File: src/rtl/mem_access_unit_pkg.sv
// Shared encodings for the data-side memory access unit: CU size/extend codes and FSM states.
package mem_access_unit_pkg;

  localparam logic [3:0] RAM_WE_N = 4'b0000;
  localparam logic [3:0] RAM_WE_B = 4'b0001;
  localparam logic [3:0] RAM_WE_H = 4'b0011;
  localparam logic [3:0] RAM_WE_W = 4'b1111;

  localparam logic [2:0] RAM_EXT_N  = 3'd0;
  localparam logic [2:0] RAM_EXT_B  = 3'd1;
  localparam logic [2:0] RAM_EXT_BU = 3'd2;
  localparam logic [2:0] RAM_EXT_H  = 3'd3;
  localparam logic [2:0] RAM_EXT_HU = 3'd4;

  typedef enum logic [1:0] {
    ST_IDLE = 2'd0,
    ST_REQ  = 2'd1,
    ST_WAIT = 2'd2,
    ST_DONE = 2'd3
  } state_e;

  // Halfwords need an even address; words (and full-word loads) need word alignment.
  function automatic logic misaligned(input logic [3:0] we, input logic [2:0] ext,
                                      input logic [1:0] off);
    logic mis;
    mis = 1'b0;
    if (we == RAM_WE_H) mis = off[0];
    else if (we == RAM_WE_W) mis = (off != 2'b00);
    else if (we == RAM_WE_N) begin
      if (ext == RAM_EXT_H || ext == RAM_EXT_HU) mis = off[0];
      else if (ext == RAM_EXT_N) mis = (off != 2'b00);
    end
    return mis;
  endfunction

  function automatic logic [31:0] lane_data(input logic [3:0] we, input logic [31:0] d);
    logic [31:0] r;
    r = d;
    if (we == RAM_WE_B) r = {4{d[7:0]}};
    else if (we == RAM_WE_H) r = {2{d[15:0]}};
    return r;
  endfunction

endpackage

File: src/rtl/mem_access_unit_load_ext.sv
// Combinational load aligner: picks the addressed byte/halfword from a raw word and extends it.
module mem_access_unit_load_ext
  import mem_access_unit_pkg::*;
(
  input  logic [31:0] raw_word,
  input  logic [1:0]  offset,
  input  logic [2:0]  ext_op,
  output logic [31:0] ext_word
);

  logic [31:0] byte_sh;
  logic [31:0] half_sh;
  logic [7:0]  byte_v;
  logic [15:0] half_v;

  always_comb begin
    byte_sh = raw_word >> {offset, 3'b000};
    half_sh = raw_word >> {offset[1], 4'b0000};
    byte_v  = byte_sh[7:0];
    half_v  = half_sh[15:0];
    case (ext_op)
      RAM_EXT_B:  ext_word = {{24{byte_v[7]}}, byte_v};
      RAM_EXT_BU: ext_word = {24'h0, byte_v};
      RAM_EXT_H:  ext_word = {{16{half_v[15]}}, half_v};
      RAM_EXT_HU: ext_word = {16'h0, half_v};
      default:    ext_word = raw_word;
    endcase
  end

endmodule

File: src/rtl/mem_access_unit.sv
// MEM-stage load/store responder: runs one op on the data-RAM bus with addr_ok/data_ok handshake.
// Bus handshake: mem_req is held with stable fields until mem_addr_ok; mem_data_ok ends the op.
module mem_access_unit
  import mem_access_unit_pkg::*;
#(
  parameter int AW         = 32,
  parameter int WAIT_LIMIT = 255
) (
  input  logic          cpu_clk,
  input  logic          cpu_rst,
  input  logic          req_valid,
  input  logic [3:0]    ram_we,
  input  logic [2:0]    ram_ext_op,
  input  logic [AW-1:0] addr,
  input  logic [31:0]   wdata,
  output logic          stall,
  output logic          resp_valid,
  output logic [31:0]   rdata,
  output logic          ale,
  output logic          bus_err,
  output logic          mem_req,
  output logic          mem_wr,
  output logic [3:0]    mem_wstrb,
  output logic [AW-1:0] mem_addr,
  output logic [31:0]   mem_wdata,
  input  logic          mem_addr_ok,
  input  logic          mem_data_ok,
  input  logic [31:0]   mem_rdata,
  output state_e        dbg_state
);

  localparam logic [7:0] LIMIT_M1 = 8'(WAIT_LIMIT - 1);

  state_e        state_q, state_d;
  logic [7:0]    cnt_q, cnt_d;
  logic [2:0]    ext_q, ext_d;
  logic [1:0]    off_q, off_d;
  logic          resp_valid_q, resp_valid_d;
  logic [31:0]   rdata_q, rdata_d;
  logic          ale_q, ale_d;
  logic          bus_err_q, bus_err_d;
  logic          mem_req_q, mem_req_d;
  logic          mem_wr_q, mem_wr_d;
  logic [3:0]    mem_wstrb_q, mem_wstrb_d;
  logic [AW-1:0] mem_addr_q, mem_addr_d;
  logic [31:0]   mem_wdata_q, mem_wdata_d;
  logic [31:0]   load_word;
  logic          is_store;
  logic          mis;

  mem_access_unit_load_ext u_load_ext (
    .raw_word (mem_rdata),
    .offset   (off_q),
    .ext_op   (ext_q),
    .ext_word (load_word)
  );

  always_comb begin
    state_d      = state_q;
    cnt_d        = cnt_q;
    ext_d        = ext_q;
    off_d        = off_q;
    resp_valid_d = 1'b0;
    rdata_d      = rdata_q;
    ale_d        = 1'b0;
    bus_err_d    = 1'b0;
    mem_req_d    = mem_req_q;
    mem_wr_d     = mem_wr_q;
    mem_wstrb_d  = mem_wstrb_q;
    mem_addr_d   = mem_addr_q;
    mem_wdata_d  = mem_wdata_q;
    stall        = 1'b0;
    is_store     = (ram_we != RAM_WE_N);
    mis          = misaligned(ram_we, ram_ext_op, addr[1:0]);

    case (state_q)
      ST_IDLE: begin
        if (req_valid) begin
          if (mis) begin
            ale_d = 1'b1;
          end else begin
            stall       = ~cpu_rst;
            state_d     = ST_REQ;
            ext_d       = ram_ext_op;
            off_d       = addr[1:0];
            mem_req_d   = 1'b1;
            mem_wr_d    = is_store;
            mem_wstrb_d = is_store ? 4'(ram_we << addr[1:0]) : 4'b0000;
            mem_addr_d  = {addr[AW-1:2], 2'b00};
            mem_wdata_d = is_store ? lane_data(ram_we, wdata) : 32'h0;
          end
        end
      end
      ST_REQ: begin
        stall = 1'b1;
        if (mem_addr_ok) begin
          mem_req_d = 1'b0;
          cnt_d     = 8'd0;
          if (mem_data_ok) begin
            state_d      = ST_DONE;
            resp_valid_d = 1'b1;
            if (!mem_wr_q) rdata_d = load_word;
          end else begin
            state_d = ST_WAIT;
          end
        end
      end
      ST_WAIT: begin
        stall = 1'b1;
        if (mem_data_ok) begin
          state_d      = ST_DONE;
          resp_valid_d = 1'b1;
          if (!mem_wr_q) rdata_d = load_word;
        end else if (cnt_q == LIMIT_M1) begin
          state_d   = ST_IDLE;
          bus_err_d = 1'b1;
        end else begin
          cnt_d = cnt_q + 8'd1;
        end
      end
      default: begin
        state_d = ST_IDLE;
      end
    endcase
  end

  always_ff @(posedge cpu_clk) begin
    if (cpu_rst) begin
      state_q      <= ST_IDLE;
      cnt_q        <= 8'd0;
      ext_q        <= RAM_EXT_N;
      off_q        <= 2'b00;
      resp_valid_q <= 1'b0;
      rdata_q      <= 32'h0;
      ale_q        <= 1'b0;
      bus_err_q    <= 1'b0;
      mem_req_q    <= 1'b0;
      mem_wr_q     <= 1'b0;
      mem_wstrb_q  <= 4'b0000;
      mem_addr_q   <= '0;
      mem_wdata_q  <= 32'h0;
    end else begin
      state_q      <= state_d;
      cnt_q        <= cnt_d;
      ext_q        <= ext_d;
      off_q        <= off_d;
      resp_valid_q <= resp_valid_d;
      rdata_q      <= rdata_d;
      ale_q        <= ale_d;
      bus_err_q    <= bus_err_d;
      mem_req_q    <= mem_req_d;
      mem_wr_q     <= mem_wr_d;
      mem_wstrb_q  <= mem_wstrb_d;
      mem_addr_q   <= mem_addr_d;
      mem_wdata_q  <= mem_wdata_d;
    end
  end

  assign resp_valid = resp_valid_q;
  assign rdata      = rdata_q;
  assign ale        = ale_q;
  assign bus_err    = bus_err_q;
  assign mem_req    = mem_req_q;
  assign mem_wr     = mem_wr_q;
  assign mem_wstrb  = mem_wstrb_q;
  assign mem_addr   = mem_addr_q;
  assign mem_wdata  = mem_wdata_q;
  assign dbg_state  = state_q;

endmodule

File: config.mk
export PLATFORM = sky130hd
export DESIGN_NAME = mem_access_unit
export DESIGN_NICKNAME = d
export VERILOG_FILES = /design/src/rtl/mem_access_unit_pkg.sv /design/src/rtl/mem_access_unit_load_ext.sv /design/src/rtl/mem_access_unit.sv
export SDC_FILE = /design/constraint.sdc
export NUM_CORES = 1
export LEC_CHECK = 0
export BUFFER_PORTS_ARGS = -buffer_cell sky130_fd_sc_hd__buf_2
export CAP_MARGIN = 20
export CORE_MARGIN = 5
export CORE_UTILIZATION = 45
export CTS_BUF_LIST = sky130_fd_sc_hd__clkbuf_8
export CTS_CLUSTER_DIAMETER = 80
export DETAILED_ROUTE_END_ITERATION = 16
export PLACE_DENSITY = 0.82
export SLEW_MARGIN = 20
export SYNTH_ARGS = -nofsm -noshare
export SYNTH_HDL_FRONTEND = slang
export SYNTH_HIERARCHICAL = 1
export SYNTH_SLANG_ARGS = --single-unit
File: constraint.sdc
create_clock -name cpu_clk -period 2.1 [get_ports cpu_clk]
set_input_delay 0.315 -clock cpu_clk [delete_from_list [all_inputs] [get_ports cpu_clk]]
set_output_delay 0.315 -clock cpu_clk [all_outputs]
set_load 0.005 [all_outputs]
Yosys cells after proc, flatten, opt, wreduce, memory -nomap -nowiden
Cells that the tools add are included.
{"block": "totals", "ff_bits": 118, "wordCells": 93, "out_inout_bits": 108, "in_bits": 108}
{"block": "op_classes", "reduce_logical": 16, "mux": 37, "n_addsub": 1, "n_eq_ne": 18, "bitwise_logic": 5, "shifts": 3}
{"op": "2-to-1 mux 32 bit", "count": 6}
{"op": "case mux 32 bit (4 select lines)", "count": 1}
{"op": "case mux 32 bit (2 select lines)", "count": 1}
{"op": "right shift 32 x 5 -> 16 bit", "count": 1}
{"op": "right shift 32 x 5 -> 8 bit", "count": 1}
{"op": "2-to-1 mux 8 bit", "count": 3}
{"op": "case mux 8 bit (2 select lines)", "count": 1}
{"op": "2-to-1 mux 1 bit", "count": 15}
{"op": "AND reduction 4 bit", "count": 3}
{"op": "2-to-1 mux 2 bit", "count": 5}
{"op": "inequality test 2 bit (second input constant)", "count": 5}
{"op": "equality test 3 x 2 -> 1 bit (second input constant)", "count": 3}
{"op": "adder 8 x 1 -> 8 bit (second input constant)", "count": 1}
{"op": "equality test 8 bit (second input constant)", "count": 1}
{"op": "equality test 3 bit (second input constant)", "count": 2}
{"op": "case mux 1 bit (2 select lines)", "count": 3}
{"op": "case mux 2 bit (3 select lines)", "count": 1}
{"op": "nonzero test 2 bit", "count": 3}
{"op": "OR reduction 3 bit", "count": 2}
{"op": "inverter 1 bit", "count": 5}
{"op": "equality test 4 x 1 -> 1 bit (second input constant)", "count": 1}
{"op": "equality test 4 x 2 -> 1 bit (second input constant)", "count": 1}
{"op": "equality test 4 bit (second input constant)", "count": 1}
{"op": "zero test 4 bit", "count": 1}
{"op": "other kinds (13)", "count": 13}

Longest topological paths before layout
Gate-level depths: netlist (run 1).
{"block": "logic_depth", "depth_word": 9, "mapped_depth": 9, "mapped_depth_nobuf": 7}

Modules after synthesis
Netlist (run 1), hierarchy kept.
{"mod": "mem_access_unit", "area_each_um2": 4913.5, "cells_per_inst": 566, "seq_area_each_um2": 2362.3, "n_inst": 1}
{"mod": "mem_access_unit_load_ext", "area_each_um2": 924.6, "cells_per_inst": 125, "seq_area_each_um2": 0.0, "n_inst": 1}

Least setup slack after synthesis (run 1)
Ideal clock, no wire load.
{"block": "synth_timing", "path_type": "input -> output", "start": "in ram_we[0]", "end": "out stall", "stages": 7, "arrival_time_ps": 1696, "path_slack_ps": 89, "path_buffers": 2, "required_time_ps": 1785, "path_cell_list": "nor4_1 o21ai_1 a2bb2o_4 buf_6 clkbuf_1 a31oi_1 nor2_1"}
{"block": "synth_via", "elab_chain_len": 7, "word_cells_on_any_way": 9, "cone_classes": "eq/ne: 2; mux: 6; reduce/logical: 1"}
{"element": "start, declared", "line_no": "mem_access_unit.sv:12", "text": "input logic [3:0] ram_we,"}
{"element": "zero test 4 bit", "line_no": "mem_access_unit_pkg.sv:29", "text": "else if (we == RAM_WE_N) begin"}
{"element": "2-to-1 mux 1 bit", "line_no": "mem_access_unit_pkg.sv:29"}
{"element": "2-to-1 mux 1 bit", "line_no": "mem_access_unit_pkg.sv:28", "text": "else if (we == RAM_WE_W) mis = (off != 2'b00);"}
{"element": "2-to-1 mux 1 bit (*)", "line_no": "mem_access_unit_pkg.sv:27", "text": "if (we == RAM_WE_H) mis = off[0];"}
{"element": "2-to-1 mux 1 bit (*)", "line_no": "mem_access_unit.sv:79", "text": "if (mis) begin"}
{"element": "2-to-1 mux 1 bit (*)", "line_no": "mem_access_unit.sv:78", "text": "if (req_valid) begin"}
{"element": "case mux 1 bit (2 select lines) (*)", "line_no": "mem_access_unit.sv:76", "text": "case (state_q)"}
{"element": "end, declared", "line_no": "mem_access_unit.sv:16", "text": "output logic stall,"}
Mark *: on every way between the ends. The rest lies on a longest branch, timed or not.

Worst setup path after layout (run 1)
{"block": "layout_timing", "start": "in ram_ext_op[2]", "end": "out stall"}
{"block": "layout_via", "elab_chain_len": 9, "word_cells_on_any_way": 12, "cone_classes": "eq/ne: 2; mux: 8; reduce/logical: 2"}
{"element": "start, declared", "line_no": "mem_access_unit.sv:13", "text": "input logic [2:0] ram_ext_op,"}
{"element": "zero test 3 bit (tied with other cells)", "line_no": "mem_access_unit_pkg.sv:31", "text": "else if (ext == RAM_EXT_N) mis = (off != 2'b00);"}
{"element": "2-to-1 mux 1 bit or logical OR 1 bit (tied branches)", "line_no": "mem_access_unit_pkg.sv:31, mem_access_unit_pkg.sv:30"}
{"element": "2-to-1 mux 1 bit (*)", "line_no": "mem_access_unit_pkg.sv:30", "text": "if (ext == RAM_EXT_H || ext == RAM_EXT_HU) mis = off[0];"}
{"element": "2-to-1 mux 1 bit (*)", "line_no": "mem_access_unit_pkg.sv:29"}
{"element": "2-to-1 mux 1 bit (*)", "line_no": "mem_access_unit_pkg.sv:28"}
{"element": "2-to-1 mux 1 bit (*)", "line_no": "mem_access_unit_pkg.sv:27"}
{"element": "2-to-1 mux 1 bit (*)", "line_no": "mem_access_unit.sv:79"}
{"element": "2-to-1 mux 1 bit (*)", "line_no": "mem_access_unit.sv:78"}
{"element": "case mux 1 bit (2 select lines) (*)", "line_no": "mem_access_unit.sv:76"}
Marks and branches as above.

==> metrics.yaml, run 1 <==
worst_setup_path:
  reg2regPathDepth: 7
  startpoint_type: "input port"
  worst_setup_path_end_kind: "output pin"
  r2r-end: "cnt_q[5]"
  critical_setup_path_class: "in -> out"
  regToRegSetupSlack_ps: 180
  crit_required_ps: 1780
  critical_path.reg2reg.startpoint: "cnt_q[0]"
  worst-path-max-fanout: 3
  crit_arrival_ps: 1710
global_routing:
  antenna_found_initial: 1
  wire_length_of_the_first_global_routing_pass_um: 28500
  grt_start_max_net_pins: 36
  overflow: 0
  first_global_vias: 5633
  grt_util_all_layers: 0.235
cts:
  cts_inserted_buffers: 17
  clock_sink_count: 118
  cts.path.max_buffers: 2
  cts_hold_buffers: 0
  cts_max_level: 4
  worst_skew_pair.late_latency_ps: 440
  cts_tree: "done"
  clk_pin_slew_ps: 70
  clock-root-buffer: "sky130_fd_sc_hd__clkbuf_8"
synthesis:
  synthesis.yosys.warnings: 6
  synth_area_leaders: "sky130_fd_sc_hd__dfxtp_1, sky130_fd_sc_hd__a21oi_1, sky130_fd_sc_hd__nand2_1, sky130_fd_sc_hd__mux2i_1, sky130_fd_sc_hd__o21ai_0"
  postSynthAreaPerCell_um2: 8.45
  synth-edff-count: 0
  async_flop_share: 0
  synth_area_leader_cell: "sky130_fd_sc_hd__dfxtp_1"
  syn-cell-area_um2: 5840
  ys.flop_type: "sky130_fd_sc_hd__dfxtp_1"
  post_synth_num_cell_types: 62
  synth.yosys.seq_area_share: 0.405
  post_synth_inst_count: 691
  synth_top_area_share: 0.405
  synth.ff_latch_count: 118
power:
  static-leakage-power_nw: 3.42
  pwr_density_cell_nw_per_um2: 1020
  report.power.total_mw: 7.86
  highest_ir_drop_seen_on_vdd_uv: 569
routing:
  detail_route.drc_violations: 0
  firstDrtPassIters: 5
  routed_via_density: 5.53
  detail_route.wl_per_cell_um: 16.8
  routed_wirelength_um: 18200
  vias: 6022
  routed_met2_length_um: 8350
  route.top_layer_used: "met4"
  drtAntennaViolNets: 0
  route.layer.met1.wl_um: 7790
  drt_iter0_markers: 610
  detailroute.wirelength.met3_um: 1750
final_layout:
  final.fill_count: 1138
  postLayoutCoreUtil: 0.607
  syn2layout_area_growth_pct: 31.7
  design_area_um2: 7690
  drive_above_1_share: 0.339
  fin_nets: 1016
sta:
  setup-violations-final: 0
  grt_setup_unrepaired: "no"
  clock-skew-final_ps: 9.04
  post-route-worst-setup-slack_ps: 74.0
  maxSlewHeadroom: 0.559
  post-route-period-util: 0.965
  fin_hold_viols: 0
  finalHoldWorstSlack_ps: 123
  final_max_slew_viol_count: 0
  fmax_mhz: 494
  clock_period_minus_worst_slack_ps: 2030
  worst_max_slew_pin_slew_ps: 661
floorplan:
  die-height_um: 124
  floorplan.initialDensity: 0.461
  core-area_um2: 12700
  die-width_um: 124
  ios: 216
  count_of_standard_cell_rows: 41
  die_area_um2: 15400
hold_path:
  timing.hold.worst.class: "in -> reg"
  worst_hold_startpoint: "addr[27]"
  hold_depth: 3
  holdPathEnd: "mem_addr[27]"
place:
  placedInstanceArea_um2: 7160
  pre_cts_ws_ps: -2.04
  gp_congestion: 0.887
  dp_wirelength_um: 13200
  placement.io_buffers: 213
flow_run:
  maxCapViolCount: 0
run_status:
  outcome: "complete, no violations"
worst max-delay path, cell delays in order:
cell and delay [ps]:
sky130_fd_sc_hd__buf_2 120, sky130_fd_sc_hd__or2_2 330, sky130_fd_sc_hd__a211oi_4 330, sky130_fd_sc_hd__a2bb2o_4 260, sky130_fd_sc_hd__a31oi_2 170, sky130_fd_sc_hd__nor2_2 70, sky130_fd_sc_hd__buf_2 130
registers in the layout, indices dropped and copies added, names as in the netlist:
| name | cells |
|---|---|
| off_q | 2 |
| cnt_q | 8 |
| bus_err | 1 |
| mem_wr | 1 |
| dbg_state | 2 |
| resp_valid | 1 |
| ext_q | 3 |
| mem_wdata | 32 |
| ale | 1 |
| rdata | 32 |
| mem_addr | 30 |
| mem_wstrb | 4 |
| mem_req | 1 |
Yosys cell counts (all sizes together) (2+ instances only):
master   number
nand2       101
o221ai        7
xnor2         8
nand2b        3
a21o         18
nor3          3
inv          12
o2bb2ai      19
o21ai        58
ha            6
a21oi        84
mux2i        33
nor2b         2
buf          26
mux2          4
nand3        41
dfxtp       118
nor2         26
a22o         17
clkbuf       35
a2bb2oi       2
a211oi       13
o21bai        2
a221o         8
and2          2
o22ai         3
nand3b        2
o21a          8
a2111oi       3
nand4         4
nor4          3
or3           2
per-stage QoR:
step | TNS (ps) | instances
2_1_floorplan | 0 | 692
3_3_place_gp | 0 | 1053
3_5_place_dp | -2.04 | 1053
4_1_cts | 0 | 1085
5_1_grt | 0 | 1088
6_report | 0 | 1089
worst max-delay path by stage:
stage               cells past startpoint  endpoint     startpoint  slack (ps)
global placement                        8     stall      ram_we[1]          80
CTS                                     6     stall   dbg_state[0]          30
floorplan                               7     stall      ram_we[0]          90
global route                            7     stall  ram_ext_op[2]          10
detailed placement                      7     stall      ram_we[1]          -2
finish                                  7     stall  ram_ext_op[2]          70
logic make-up (layout without fill, tap and decap cells):
logic type                 Yosys count  count (layout)  synth area share
xor gates and xnor gates             9               9            0.0135
DFF                                118             118             0.405
and+or+nand+nor                    196             196             0.152
adders and majority gates            7               7            0.0146
buffers and inverters               73             296            0.0613
other                                1               4          0.000642
AOI/OAI and AO/OA                  249             249             0.284
muxes                               38              38            0.0694
placed cells by master, fill, tap and decap left out, types with 3 or more instances in the layout:
| cell | n |
|---|---|
| sky130_fd_sc_hd__bufinv_16 | 5 |
| sky130_fd_sc_hd__clkbuf_8 | 18 |
| sky130_fd_sc_hd__mux2i_1 | 33 |
| sky130_fd_sc_hd__a2111oi_0 | 3 |
| sky130_fd_sc_hd__clkinv_4 | 3 |
| sky130_fd_sc_hd__o22ai_1 | 3 |
| sky130_fd_sc_hd__a21o_1 | 18 |
| sky130_fd_sc_hd__xnor2_1 | 8 |
| sky130_fd_sc_hd__buf_4 | 35 |
| sky130_fd_sc_hd__o21ai_1 | 5 |
| sky130_fd_sc_hd__a22o_1 | 17 |
| sky130_fd_sc_hd__o21ai_0 | 52 |
| sky130_fd_sc_hd__buf_12 | 4 |
| sky130_fd_sc_hd__clkinvlp_4 | 4 |
| sky130_fd_sc_hd__dfxtp_1 | 117 |
| sky130_fd_sc_hd__nand4_1 | 4 |
| sky130_fd_sc_hd__ha_1 | 5 |
| sky130_fd_sc_hd__o2bb2ai_1 | 19 |
| sky130_fd_sc_hd__a211oi_1 | 12 |
| sky130_fd_sc_hd__nor2_2 | 4 |
| sky130_fd_sc_hd__nand2b_1 | 3 |
| sky130_fd_sc_hd__o21a_1 | 8 |
| sky130_fd_sc_hd__buf_2 | 213 |
| sky130_fd_sc_hd__o221ai_1 | 7 |
| sky130_fd_sc_hd__nor2_1 | 22 |
| sky130_fd_sc_hd__inv_1 | 11 |
| sky130_fd_sc_hd__a21oi_1 | 83 |
| sky130_fd_sc_hd__nand3_1 | 41 |
| sky130_fd_sc_hd__nand2_1 | 101 |
| sky130_fd_sc_hd__a221o_1 | 8 |
timing repair:
item,in CTS,in global routing
setup buffers,0,2
setup endpoints to repair,1,2
resized for setup,5,5
pin swaps,0,3
cloned,0,0
metal layers:
metal,GRT usage,vias up
met2,0.373,247
met3,0.0795,23
met1,0.303,2833
met4,0.0746,0
met5,0,-
li1,-,2919
power breakdown:
part           internal (mW)  total [mW]  switching, mW  leakage [nW]
Sequential              2.60        2.84          0.237         0.963
Combinational           1.15        2.58           1.43          2.23
Clock                   1.46        2.44          0.980         0.222
cell type report:
class	count	area, µm²	share of cell area
multi-input combinational	501	3180	0.413
antenna	2	5.00	0.000651
timing repair buffer	252	1410	0.183
clock buffer	18	248	0.0322
sequential	118	2370	0.308
clock inverter	14	224	0.0291
tap	172	215	0.0280
inverter	12	45.0	0.00586
Power figures use the tool's default switching activity.
==> run 2, diff against run 1 <==
--- a/config.mk
+++ b/config.mk
@@ -8,13 +8,14 @@
 export BUFFER_PORTS_ARGS = -buffer_cell sky130_fd_sc_hd__buf_2
 export CAP_MARGIN = 20
 export CORE_MARGIN = 5
-export CORE_UTILIZATION = 45
+export CORE_UTILIZATION = 51
 export CTS_BUF_LIST = sky130_fd_sc_hd__clkbuf_8
 export CTS_CLUSTER_DIAMETER = 80
 export DETAILED_ROUTE_END_ITERATION = 16
-export PLACE_DENSITY = 0.82
+export PLACE_DENSITY = 0.78
 export SLEW_MARGIN = 20
 export SYNTH_ARGS = -nofsm -noshare
 export SYNTH_HDL_FRONTEND = slang
 export SYNTH_HIERARCHICAL = 1
 export SYNTH_SLANG_ARGS = --single-unit
+export TNS_END_PERCENT = 1
==> metrics.yaml, run 2 (synthesis results as in run 1) <==
run_status:
  outcome: "complete, no violations"
cts:
  clk_pin_slew_ps: 80
  clock_sink_count: 118
  clock-root-buffer: "sky130_fd_sc_hd__clkbuf_8"
  worst_skew_pair.late_latency_ps: 450
  cts.path.max_buffers: 2
  cts_inserted_buffers: 17
  cts_max_level: 4
  cts_hold_buffers: 0
  cts_tree: "done"
worst_setup_path:
  critical_setup_path_class: "in -> out"
  startpoint_type: "input port"
  timing.critical_path.slowest_cell_delay_ps: 340
  critical-path-top-cell-by-count: "sky130_fd_sc_hd__buf_2"
  cp_max_stage_cell: "sky130_fd_sc_hd__nor4_2"
  reg2regPathDepth: 6
  worst_path_dominant_cell_family: "compound AO/OA/AOI/OAI gates"
  crit_arrival_ps: 1680
  wp_buf_inv: 2
  crit_required_ps: 1780
  cp_cell_sequence: "buf_2, nor4_2, o21ai_1, a2bb2o_4, a31oi_1, nor2_1, buf_2"
  critical_path.reg2reg.startpoint: "off_q[0]"
  worst-path-max-fanout: 8
  worst_setup_path_end_kind: "output pin"
  critical_path.startpoint: "ram_we[0]"
  regToRegSetupSlack_ps: 160
  r2r-end: "rdata[14]"
floorplan:
  die_area_um2: 13700
  die-height_um: 117
  count_of_standard_cell_rows: 39
  die-width_um: 117
  floorplan.initialDensity: 0.516
  ios: 216
  core-area_um2: 11300
sta:
  setup-violations-final: 0
  worst_max_slew_pin_slew_ps: 614
  maxSlewHeadroom: 0.590
  post-route-period-util: 0.950
  clock-skew-final_ps: 8.55
  final_max_slew_viol_count: 0
  clock_period_minus_worst_slack_ps: 1990
  grt_setup_unrepaired: "no"
  fin_hold_viols: 0
  post-route-worst-setup-slack_ps: 105
  fmax_mhz: 501
routing:
  route.layer.met1.wl_um: 7490
  drtAntennaViolNets: 0
  vias: 5974
  route.top_layer_used: "met4"
  detail_route.wl_per_cell_um: 16.5
  firstDrtPassIters: 5
  drt_iter0_markers: 493
  detailroute.wirelength.met3_um: 1580
  routed_via_density: 5.66
  routed_wirelength_um: 17400
  routed_met2_length_um: 7890
  detail_route.drc_violations: 0
hold_path:
  timing.hold.worst.class: "in -> reg"
  hold_depth: 3
  worst_hold_startpoint: "addr[4]"
  holdPathEnd: "mem_addr[4]"
place:
  gp_congestion: 0.866
  placedCellCount: 1022
  placedInstanceArea_um2: 7090
  pre_cts_ws_ps: -6.68
  dp_wirelength_um: 12400
  placement.io_buffers: 213
final_layout:
  layout_commonest_cell: "sky130_fd_sc_hd__buf_2"
  antenna_cells: 0
  syn2layout_area_growth_pct: 29.1
  layout.cells.most_common_list: "sky130_fd_sc_hd__buf_2, sky130_fd_sc_hd__dfxtp_1, sky130_fd_sc_hd__nand2_1"
  stdcell_count: 1055
  drive_above_1_share: 0.332
  fin_nets: 1013
  design_area_um2: 7540
power:
  pwr_density_cell_nw_per_um2: 1010
  static-leakage-power_nw: 3.39
  highest_ir_drop_seen_on_vdd_uv: 640
  report.power.total_mw: 7.58
global_routing:
  wire_length_of_the_first_global_routing_pass_um: 26900
  overflow: 0
  grt_util_all_layers: 0.249
  grt_start_max_net_pins: 40
  first_global_vias: 5556
  antenna_found_initial: 0
flow_run:
  maxCapViolCount: 0
-- run 2: how the worst max path moves through the flow --
stage,to,slack (ps),cells past startpoint
after floorplan,stall,90,7
after global placement,mem_wdata[21],70,8
after detailed placement,mem_wdata[21],-7,8
after CTS,stall,9,6
after global routing,cnt_q[6],2,7
final,stall,110,7
-- run 2: layout make-up --
class                      count  area, µm²
clock buffer                  18        248
clock inverter                14        173
fill                        1023       3780
inverter                      12       45.0
multi-input combinational    501       3140
sequential                   118       2360
tap                          143        179
timing repair buffer         249       1390
-- run 2: stage by stage --
step	hold WS, ps	util	TNS, ps
after floorplan	429	-	0
after global placement	439	0.626	0
after detailed placement	443	0.626	-6.68
after CTS	86.9	0.664	0
after global routing	77.4	0.666	0
final	115	0.666	0
-- run 2: worst register-to-register path: cells and delay by family (launching register included) --
kind	cells	cell delay, ps
flops	1	430
compound gates	4	970
mux	1	330
simple gates	1	70
-- run 2: what timing repair did --
action,4_1_cts,5_1_grt
resized for setup,2,3
setup buffers,0,1
endpoints found under the setup margin,1,2
pin swaps,0,1
hold endpoints to repair,0,0
-- run 2: routing by layer --
metal / global-route usage / vias to the layer above
met1: 0.316 / 2738
met3: 0.0864 / 48
met4: 0.111 / 0
li1: - / 2913
met2: 0.381 / 275
met5: 0 / -
-- run 2: report_power, final --
part           internal [mW]  leakage [nW]  switching, mW
combinational           1.13          2.21           1.44
clock                   1.22         0.210          0.995
sequential              2.60         0.963          0.201
total                   4.94          3.39           2.64
